$ cat src/rtl/product_accumulator.sv
// product_accumulator
// Sums a programmed number of unsigned multiplier products into a saturating
// accumulator (a dot product). The result is handed to the next stage over a
// valid/ready handshake. A sticky flag records saturation for the current or
// most recent operation.
module product_accumulator #(
  parameter int m     = 8,
  parameter int n     = 8,
  parameter int ACC_W = 18,
  parameter int LEN_W = 4
) (
  input  logic               clk,
  input  logic               rst,
  input  logic               start,
  input  logic [LEN_W-1:0]   len,
  input  logic [m+n-1:0]     prod_in,
  input  logic               prod_valid,
  output logic               prod_ready,
  output logic [ACC_W-1:0]   sum_out,
  output logic               sum_valid,
  input  logic               sum_ready,
  output logic               busy,
  output logic               ovf
);

  // Product width and the zero padding that widens a product to the
  // (ACC_W+1)-bit adder. Products are never truncated, so the pad is at
  // least one bit wide.
  localparam int PROD_W = m + n;
  localparam int PAD_W  = ACC_W + 1 - PROD_W;

  typedef enum logic [1:0] {
    ST_IDLE = 2'd0,
    ST_ACC  = 2'd1,
    ST_DONE = 2'd2
  } state_t;

  // Saturating add. Bit ACC_W of the return value is the saturation event,
  // the lower bits are the new accumulator value. An accumulator that is
  // already pinned at full scale stays there and keeps reporting saturation.
  function automatic logic [ACC_W:0] sat_add(
    input logic [ACC_W-1:0]  acc_val,
    input logic [PROD_W-1:0] prod_val
  );
    logic [ACC_W:0] wide_sum;
    wide_sum = {1'b0, acc_val} + {{PAD_W{1'b0}}, prod_val};
    if (wide_sum[ACC_W] || (&acc_val)) begin
      sat_add = {1'b1, {ACC_W{1'b1}}};
    end else begin
      sat_add = {1'b0, wide_sum[ACC_W-1:0]};
    end
  endfunction

  state_t             state_r;
  state_t             state_s;
  logic [ACC_W-1:0]   acc_r;
  logic [ACC_W-1:0]   acc_s;
  logic [LEN_W-1:0]   cnt_r;
  logic [LEN_W-1:0]   cnt_s;
  logic [ACC_W-1:0]   sum_r;
  logic [ACC_W-1:0]   sum_s;
  logic               sum_valid_r;
  logic               sum_valid_s;
  logic               ovf_r;
  logic               ovf_s;

  logic               accept_s;
  logic               last_term_s;
  logic               start_empty_s;
  logic [ACC_W:0]     add_s;
  logic               add_sat_s;
  logic [ACC_W-1:0]   add_val_s;
  logic               busy_s;
  logic               prod_ready_s;

  // Decode of the current state into the product-side handshake and busy.
  always_comb begin
    busy_s       = 1'b0;
    prod_ready_s = 1'b0;
    case (state_r)
      ST_IDLE: begin
        busy_s       = 1'b0;
        prod_ready_s = 1'b0;
      end
      ST_ACC: begin
        busy_s       = 1'b1;
        prod_ready_s = 1'b1;
      end
      ST_DONE: begin
        busy_s       = 1'b1;
        prod_ready_s = 1'b0;
      end
      default: begin
        busy_s       = 1'b1;
        prod_ready_s = 1'b0;
      end
    endcase
  end

  // Datapath helpers: product acceptance, last-term detect and saturating sum.
  always_comb begin
    accept_s      = prod_valid && prod_ready_s;
    last_term_s   = (cnt_r == LEN_W'(1));
    start_empty_s = (len == {LEN_W{1'b0}});
    add_s         = sat_add(acc_r, prod_in);
    add_sat_s     = add_s[ACC_W];
    add_val_s     = add_s[ACC_W-1:0];
  end

  // Next-state and next-register decode; every register holds by default.
  always_comb begin
    state_s     = state_r;
    acc_s       = acc_r;
    cnt_s       = cnt_r;
    sum_s       = sum_r;
    sum_valid_s = sum_valid_r;
    ovf_s       = ovf_r;
    case (state_r)
      ST_IDLE: begin
        if (start) begin
          ovf_s = 1'b0;
          if (start_empty_s) begin
            // Zero-length dot product: report an empty sum straight away.
            state_s     = ST_DONE;
            sum_s       = {ACC_W{1'b0}};
            sum_valid_s = 1'b1;
          end else begin
            state_s = ST_ACC;
            acc_s   = {ACC_W{1'b0}};
            cnt_s   = len;
          end
        end else begin
          state_s = ST_IDLE;
        end
      end
      ST_ACC: begin
        if (accept_s) begin
          acc_s = add_val_s;
          cnt_s = cnt_r - LEN_W'(1);
          if (add_sat_s) begin
            ovf_s = 1'b1;
          end else begin
            ovf_s = ovf_r;
          end
          if (last_term_s) begin
            // Result is published on the same edge that takes the last term.
            state_s     = ST_DONE;
            sum_s       = add_val_s;
            sum_valid_s = 1'b1;
          end else begin
            state_s = ST_ACC;
          end
        end else begin
          // No timeout: wait as long as the producer needs.
          state_s = ST_ACC;
        end
      end
      ST_DONE: begin
        if (sum_valid_r && sum_ready) begin
          // A start seen here is deliberately ignored; it must be
          // re-presented once the block is back in IDLE.
          state_s     = ST_IDLE;
          sum_valid_s = 1'b0;
        end else begin
          state_s = ST_DONE;
        end
      end
      default: begin
        // Unreachable encoding: recover to IDLE without emitting a result.
        state_s     = ST_IDLE;
        sum_valid_s = 1'b0;
      end
    endcase
  end

  // State and datapath registers; reset abandons any operation in flight.
  always_ff @(posedge clk or posedge rst) begin
    if (rst) begin
      state_r     <= ST_IDLE;
      acc_r       <= {ACC_W{1'b0}};
      cnt_r       <= {LEN_W{1'b0}};
      sum_r       <= {ACC_W{1'b0}};
      sum_valid_r <= 1'b0;
      ovf_r       <= 1'b0;
    end else begin
      state_r     <= state_s;
      acc_r       <= acc_s;
      cnt_r       <= cnt_s;
      sum_r       <= sum_s;
      sum_valid_r <= sum_valid_s;
      ovf_r       <= ovf_s;
    end
  end

  assign sum_out    = sum_r;
  assign sum_valid  = sum_valid_r;
  assign ovf        = ovf_r;
  assign busy       = busy_s;
  assign prod_ready = prod_ready_s;

endmodule

$ cat config.mk
export PLATFORM = sky130hd
export DESIGN_NAME = product_accumulator
export DESIGN_NICKNAME = d
export VERILOG_FILES = /design/src/rtl/product_accumulator.sv
export SDC_FILE = /design/constraint.sdc
export NUM_CORES = 1
export LEC_CHECK = 0
export ABC_AREA = 1
export CAP_MARGIN = 20
export CORE_MARGIN = 8
export CORE_UTILIZATION = 40
export CTS_CLUSTER_DIAMETER = 100
export DETAILED_ROUTE_END_ITERATION = 10
export PLACE_DENSITY = 0.65
export SLEW_MARGIN = 10
export SYNTH_ARGS = -nofsm -noshare
export SYNTH_HDL_FRONTEND = slang
export SYNTH_SLANG_ARGS = --single-unit
export TNS_END_PERCENT = 5
$ cat constraint.sdc
create_clock -name clk -period 2.55 [get_ports clk]
set_input_delay 0.3825 -clock clk [delete_from_list [all_inputs] [get_ports clk]]
set_output_delay 0.3825 -clock clk [all_outputs]
set_load 0.02 [all_outputs]
**Word-level counts from Yosys, hierarchy flattened**

Index checks and enable logic that the tools add are counted.

- $add $sub $neg: 2
- Equality and inequality tests: 10
- Mux-type cells: 32
- Reductions and logical operators: 11

Operator list:

| cell | count |
|---|---|
| $mux 18 | 7 |
| $pmux 18 s2 | 2 |
| $add 18x16->19 | 1 |
| $mux 19 | 1 |
| $reduce_and 18->1 | 1 |
| $ne 2x2->1 const B | 7 |
| $mux 4 | 3 |
| $mux 1 | 10 |
| $mux 2 | 5 |
| $reduce_and 5->1 | 2 |
| $pmux 4 s2 | 1 |
| $reduce_and 4->1 | 2 |
| $pmux 2 s3 | 1 |
| $eq 4x1->1 const B | 1 |
| $logic_not 4->1 | 1 |
| $sub 4x1->4 const B | 1 |
| $pmux 1 s3 | 1 |
| $eq 2x1->1 const B | 1 |
| $eq 2x2->1 const B | 1 |
| $logic_and 1x1->1 | 2 |
| $logic_not 2->1 | 1 |
| $pmux 1 s2 | 1 |
| $reduce_bool 2->1 | 1 |
| $logic_or 1x1->1 | 1 |

- Register bits: 44
- Input port bits: 25
- Output and inout bits: 22
- Logic and storage cells: 61

**Longest topological paths before layout**

Gate-level depths: netlist of run 1.

- Word-level depth: 6
- Mapped depth: 14
- Gate-level depth less buffers: 13

**Worst setup path after synthesis of run 1**

OpenSTA, ideal clock, no wires.

- Path type: input-to-reg
- Start: input prod_in[0]
- End: register acc_r[12]
- Setup time: 0.066 ns
- Data arrival time: 1.860 ns
- Slack: 0.623 ns
- Stages: 13
- Path buffers: 0
- Cell sequence: ha_1 -> fa_1 -> nand2_1 -> nand3_1 -> nand3_1 -> nand2_1 -> nand2_1 -> nand2_1 -> nand2_1 -> inv_1 -> o21ai_0 -> nand3_1 -> nand2_1

- Cells in the longest elaborated chain, start to end: 5

RTL lines:

| element | RTL line | text |
|---|---|---|
| start, declared | 16 | `input logic [m+n-1:0] prod_in,` |
| $add 18x16->19 (*) | 46 | `wide_sum = {1'b0, acc_val} + {{PAD_W{1'b0}}, prod_val};` |
| $logic_or 1x1->1 | 47 | `if (wide_sum[ACC_W] \|\| (&acc_val)) begin` |
| $mux 19 (*) | 47 |  |
| $mux 18 (*) | 137 | `if (accept_s) begin` |
| $pmux 18 s2 (*) | 118 | `case (state_r)` |
| end signal, assigned | 180 | `acc_r <= {ACC_W{1'b0}};` |
| end signal, assigned | 187 | `acc_r <= acc_s;` |
| end, declared | 56 | `logic [ACC_W-1:0] acc_r;` |

Every way passes the cells marked *; elsewhere a longest branch is shown, timed or not. The select of a mux whose other input is x is not followed.
A chain may end at the register's enable or synchronous reset.

**Final worst setup path of run 1**

- Start: register state_r[1]
- End: output prod_ready

- Cells in the longest elaborated chain, start to end: 2

RTL lines:

| element | RTL line | text |
|---|---|---|
| start, declared | 54 | `state_t state_r;` |
| start signal, assigned | 186 | `state_r <= state_s;` |
| $eq 2x1->1 | 80 | `case (state_r)` |
| $mux 1 | 80 |  |
| end, declared | 18 | `output logic prod_ready,` |

No other way between the ends.

==> metrics.yaml, run 1 <==
grtUsageTotal_pct: 15.88
htreeDepth: 2
pwr-share-clk_pct: 10.4
ioPinCount: 47
max_freq_mhz: 438.8
switching_power_uw: 2228
period_share_pct: 89.38
worstSetupPathType: "register to primary output"
p_leak_uw: 0.002022
syn_avg_cell_area_sq_um: 6.918
clkTransAtPathRegs_ps: 90
placed_area_sq_um: 3735
rsz0062_at_grt: "no"
dieArea_sq_um: 10900
layout_common_cells: "158 x nand2_1, 63 x nand3_1, 51 x inv_1"
min_period_ps: 2279
power_density_nw_per_um2: 1186
finalClockSkew_ps: 7.639
seqPwrFrac_pct: 26.6
slew_headroom_pct: 48.89
ir_drop_mv: 0.5360
worst_setup_path_start_kind: "register"
ant_nets: 0
hold_path_class: "input port to async pin"
grt-ovfl-total: 0
wirelength_microns: 8307
fin_area_sq_um: 3829
post_cts_buffers: 0
p_sw_share_pct: 49.04
globalplace.congestion: 0.9204
antenna_found_initial: 0
hold_ws_ps: 418.7
final_util_pct: 50.07
synth_cell_types: 35
drt_iter0_markers: 197
drtPass1Iterations: 4
hold_buffers: 0
viasPerCell: 4.925
clock_path_buffers: 2
ctsRootBufferMaster: "clkbuf_8"
wire_per_inst_microns: 13.62
cts_resized: 0
grt_pass1_vias: 3011
dp_cells: 602
cts_buffers: 5
start_util_pct: 40.89
final_common_cell: "nand2_1"
rows: 32
post-route-drc-count: 0
endpoint_kind: "primary output"
grt_pass1_wl_microns: 14520
synth_area_sq_um: 3127
yosysWarningCount: 0
status: "finished, final reports clean"
antennaDiodeCount: 0
combPwrFrac_pct: 63.0
drv_cap: 0
vias: 3004
finalNetCount: 551
layout.cells.non_filler: 610
drv_slew: 0
seq_area_frac_synth_pct: 35.21
crit_fanout: 8
finalSetupViolations: 0
cts_tree: "built"
intPower_uw: 2315
synth_fp_nets: 496
dp_hpwl_microns: 6467
finalHoldViolCount: 0
drive_gt1_share_pct: 8.071
yosys_register_bits: 44
syn_inst: 452
crit_arrival_ps: 1900
grt_start_max_net_pins: 29
required_ps: 2170
numPortBuffers: 46
worstMarginPinSlew_ps: 761.9
clock-sinks: 44
clk_latency_ps: 300
area_growth_pct: 22.45
die_w_microns: 104.4
fill_cells: 781
tns_ps: 0
die_h_microns: 104.4
core-area_sq_um: 7647
Yosys cell counts (all sizes together):
library cell | number | area (sq um)
or2 | 1 | 6.260
a32oi | 1 | 8.760
dfrtp | 44 | 1101
nor4 | 1 | 6.260
nand3 | 65 | 335.3
o22ai | 1 | 6.260
o21ai | 15 | 78.82
buf | 8 | 78.82
nor2 | 38 | 160.2
o211ai | 2 | 15.01
nor3b | 1 | 7.510
xnor2 | 5 | 43.79
a21oi | 14 | 81.33
inv | 56 | 215.2
a21boi | 1 | 7.510
nor3 | 2 | 10.01
xor2 | 3 | 26.28
fa | 1 | 20.02
clkbuf | 3 | 11.26
o21bai | 1 | 7.510
ha | 18 | 225.2
nand2 | 168 | 655.6
nand4 | 3 | 18.77
metrics by stage:
stage          power [uW]  setup slack (ps)
2_1_floorplan        3217             623.4
3_3_place_gp         4048             57.36
3_5_place_dp         4063             19.44
4_1_cts              4565             268.1
5_1_grt              5016             131.6
6_report             4542             270.8
worst paths after layout:
check	start	endpoint	slack [ps]	depth (start not counted)
worst max-delay path	state_r[1]	prod_ready	270	3
worst min-delay path	rst	ovf	420	2
worst max register to register	acc_r[0]	sum_out[12]	410	13
worst min register to register	sum_out[16]	sum_out[16]	490	2
max in group asynchronous	rst	acc_r[4]	1590	3
min in group clk	sum_out[16]	sum_out[16]	490	2
state kept, by name, summed over array words and instances, names as in the netlist:
name	cells
acc_r	18
state_r	2
cnt_r	4
sum_out	18
sum_valid	1
ovf	1
worst max-delay path, cell delays in order (launching register included):
cell             delay [ps]
dfrtp_1                 410
or2_1                   370
inv_2                   190
clkdlybuf4s50_1         630
logic make-up (layout without fill, tap and decap cells):
family / after synthesis / after routing / synth area share, %
AO/OA/AOI/OAI: 35 / 35 / 6.563
XOR/XNOR: 8 / 8 / 2.241
adder cells (fa/ha/maj): 19 / 19 / 7.843
buffers and inverters: 67 / 123 / 9.764
flip-flops: 44 / 44 / 35.21
AND/OR/NAND/NOR: 279 / 279 / 38.38
routing by layer:
| layer | GRT usage (%) | vias to the layer above | routed length, microns |
|---|---|---|---|
| met2 | 25.46 | 75 | 3716 |
| met1 | 21.67 | 1377 | 4046 |
| met3 | 2.540 | 9 | 468 |
| met4 | 3.619 | 0 | 76 |
| li1 | - | 1543 | - |
| met5 | 0 | - | 0 |
final cells by class:
cell class / count / area, sq um / area share (%)
Clock inverter: 1 / 7.507 / 0.1961
Clock buffer: 7 / 86.33 / 2.255
Multi-Input combinational cell: 341 / 1720 / 44.93
Tap cell: 102 / 127.6 / 3.333
Inverter: 56 / 215.2 / 5.621
Timing Repair Buffer: 59 / 570.5 / 14.90
Sequential cell: 44 / 1101 / 28.76
power groups by stage:
stage	combinational, uW	sequential, uW	clock, uW
after global routing	3260	1250	508
after CTS	2870	1210	485
after detailed placement	2840	1220	0
final	2860	1210	474
after global placement	2830	1220	0
after floorplan	1900	1310	0
(Power assumes the default switching activity.)
==> run 2: changes to the inputs <==
- CTS_CLUSTER_DIAMETER: 100 -> default
==> results of run 2 <==
No change in the layout: final DEF, timing and power equal those of run 1.
==> run 3: changes to the inputs <==
- CORE_UTILIZATION: 40 -> 45
- PLACE_DENSITY: 0.65 -> 0.71
- RECOVER_POWER: default -> 100
==> run 3 against run 2 <==
Net effect:
- flip-flop and latch count is the same
- critical path depth is the same
- global-route usage grew 1.7 points
- clock power grew 27%
- sequential share of layout area grew 0.24 points
- fmax shrank 2.6%
- critical path type unchanged
==> metrics.yaml, run 3 (synthesis results as in run 1) <==
grt-ovfl-total: 0  # unchanged
finalSetupViolations: 0  # unchanged
finalHoldViolCount: 0  # unchanged
post-route-drc-count: 0  # unchanged
start_util_pct: 46.28  # was 40.89%
grt_pass1_wl_microns: 14260  # was 14520 microns
vias: 2992  # was 3004
grtUsageTotal_pct: 17.55  # was 15.88%
pwr-share-clk_pct: 13.0  # was 10.4%
hold_buffers: 0  # unchanged
final_common_cell: "nand2_1"  # unchanged
crit_arrival_ps: 1960  # was 1900 ps
seqCellArea_sq_um: 1101  # unchanged
area_growth_pct: 21.45  # was 22.45%
setup_slack_ps: 211.1  # was 270.8 ps
wirelength_microns: 8258  # was 8307 microns
clock-sinks: 44  # unchanged
r2r-start: "acc_r[0]"  # unchanged
ir_drop_mv: 0.4571  # was 0.5360 mV
hold_ws_ps: 476.7  # was 418.7 ps
viasPerCell: 5.088  # was 4.925
drtPass1Iterations: 4  # unchanged
worstMarginPinSlew_ps: 1151  # was 761.9 ps
ant_nets: 0  # unchanged
antenna_found_initial: 0  # unchanged
r2r-end: "acc_r[10]"  # was sum_out[12]
power_density_nw_per_um2: 1216  # was 1186 nW/um^2
endpoint_kind: "primary output"  # unchanged
multi_input_area_sq_um: 1703  # was 1720 sq um
p_leak_uw: 0.002072  # was 0.002022 uW
finalNetCount: 551  # unchanged
numPortBuffers: 46  # unchanged
die_w_microns: 99.36  # was 104.4 microns
rsz0062_at_grt: "no"  # unchanged
min_period_ps: 2339  # was 2279 ps
finalClockSkew_ps: 11.92  # was 7.639 ps
reg2reg_slack_ps: 390  # was 410 ps
worst_setup_path_start_kind: "register"  # unchanged
fill_cells: 652  # was 781
combPwrFrac_pct: 60.8  # was 63.0%
worstSetupPathType: "register to primary output"  # unchanged
cp-endpoint: "prod_ready"  # unchanged
post_cts_buffers: 0  # unchanged
hold_path_class: "register to register"  # was input port to async pin
drive_gt1_share_pct: 7.677  # was 8.071%
dieArea_sq_um: 9871  # was 10900 sq um
drv_cap: 0  # unchanged
max_freq_mhz: 427.5  # was 438.8 MHz
grt_start_max_net_pins: 45  # was 29
clock_path_buffers: 2  # unchanged
cts_buffers: 5  # unchanged
layout_common_cells: "159 x nand2_1, 63 x nand3_1, 52 x inv_1"  # was 158 x nand2_1, 63 x nand3_1, 51 x inv_1
drt_iter0_markers: 161  # was 197
reg2regPathDepth: 13  # unchanged
dp_hpwl_microns: 6420  # was 6467 microns
core-area_sq_um: 6756  # was 7647 sq um
intPower_uw: 2379  # was 2315 uW
drv_slew: 0  # unchanged
ctsRootBufferMaster: "clkbuf_8"  # unchanged
slew_headroom_pct: 23.28  # was 48.89%
required_ps: 2170  # about the same
rows: 30  # was 32
post-place-ws_ps: -4.100  # was 19.44 ps
grt_pass1_vias: 3082  # was 3011
clkTransAtPathRegs_ps: 80  # was 90 ps
cts_tree: "built"  # unchanged
ioPinCount: 47  # unchanged
antennaDiodeCount: 0  # unchanged
htreeDepth: 2  # unchanged
tns_ps: 0  # unchanged
clk_latency_ps: 300  # about the same
final_util_pct: 56.20  # was 50.07%
cts_resized: 0  # unchanged
die_h_microns: 99.36  # was 104.4 microns
p_sw_share_pct: 48.49  # was 49.04%
wire_per_inst_microns: 14.04  # was 13.62 microns
crit_fanout: 8  # unchanged
period_share_pct: 91.72  # was 89.38%
switching_power_uw: 2240  # was 2228 uW
startpoint: "state_r[1]"  # unchanged
seqPwrFrac_pct: 26.2  # was 26.6%
globalplace.congestion: 0.9372  # was 0.9204
status: "finished, final reports clean"  # unchanged
==> run 3: worst max-delay path, stage by stage, from the launching register on <==
cell,delay [ps]
dfrtp_1,410
or2_1,360
inv_2,170
dlygate4sd3_1,720
==> run 3: area by class of cell <==
type | instances | area share [%]
multi-input combinational | 341 | 44.84
sequential | 44 | 29.00
timing repair buffer | 59 | 14.53
inverter | 56 | 5.667
tap | 80 | 2.636
clock buffer | 7 | 2.537
clock inverter | 1 | 0.7908
==> run 3: per-layer routing <==
layer / global-route usage (%) / vias up / share of wire (%)
met3: 3.003 / 10 / 4.4
met1: 22.59 / 1381 / 48
met4: 4.657 / 0 / 1.2
met5: 0 / - / 0
li1: - / 1550 / -
met2: 29.49 / 51 / 46
==> run 3: stage by stage <==
step	total power [uW]	std cells	instance area, sq um
floorplan	3217	452	3127
global placement	4031	580	3695
detailed placement	4080	580	3695
CTS	4709	588	3821
global route	5076	588	3797
finish	4619	588	3797
==> run 3: power by group through the flow <==
stage | sequential [uW] | clock, uW | combinational, uW
floorplan | 1310 | 0 | 1900
global placement | 1220 | 0 | 2810
detailed placement | 1230 | 0 | 2850
CTS | 1220 | 619 | 2870
global route | 1250 | 637 | 3190
finish | 1210 | 600 | 2810
==> run 3: worst min-delay path by stage <==
| stage | cells past startpoint | startpoint | to |
|---|---|---|---|
| 2_1_floorplan | 2 | acc_r[3] | acc_r[3] |
| 3_3_place_gp | 2 | sum_out[17] | sum_out[17] |
| 3_5_place_dp | 2 | sum_out[11] | sum_out[11] |
| 4_1_cts | 2 | sum_out[11] | sum_out[11] |
| 5_1_grt | 2 | sum_out[11] | sum_out[11] |
| 6_report | 2 | sum_out[11] | sum_out[11] |
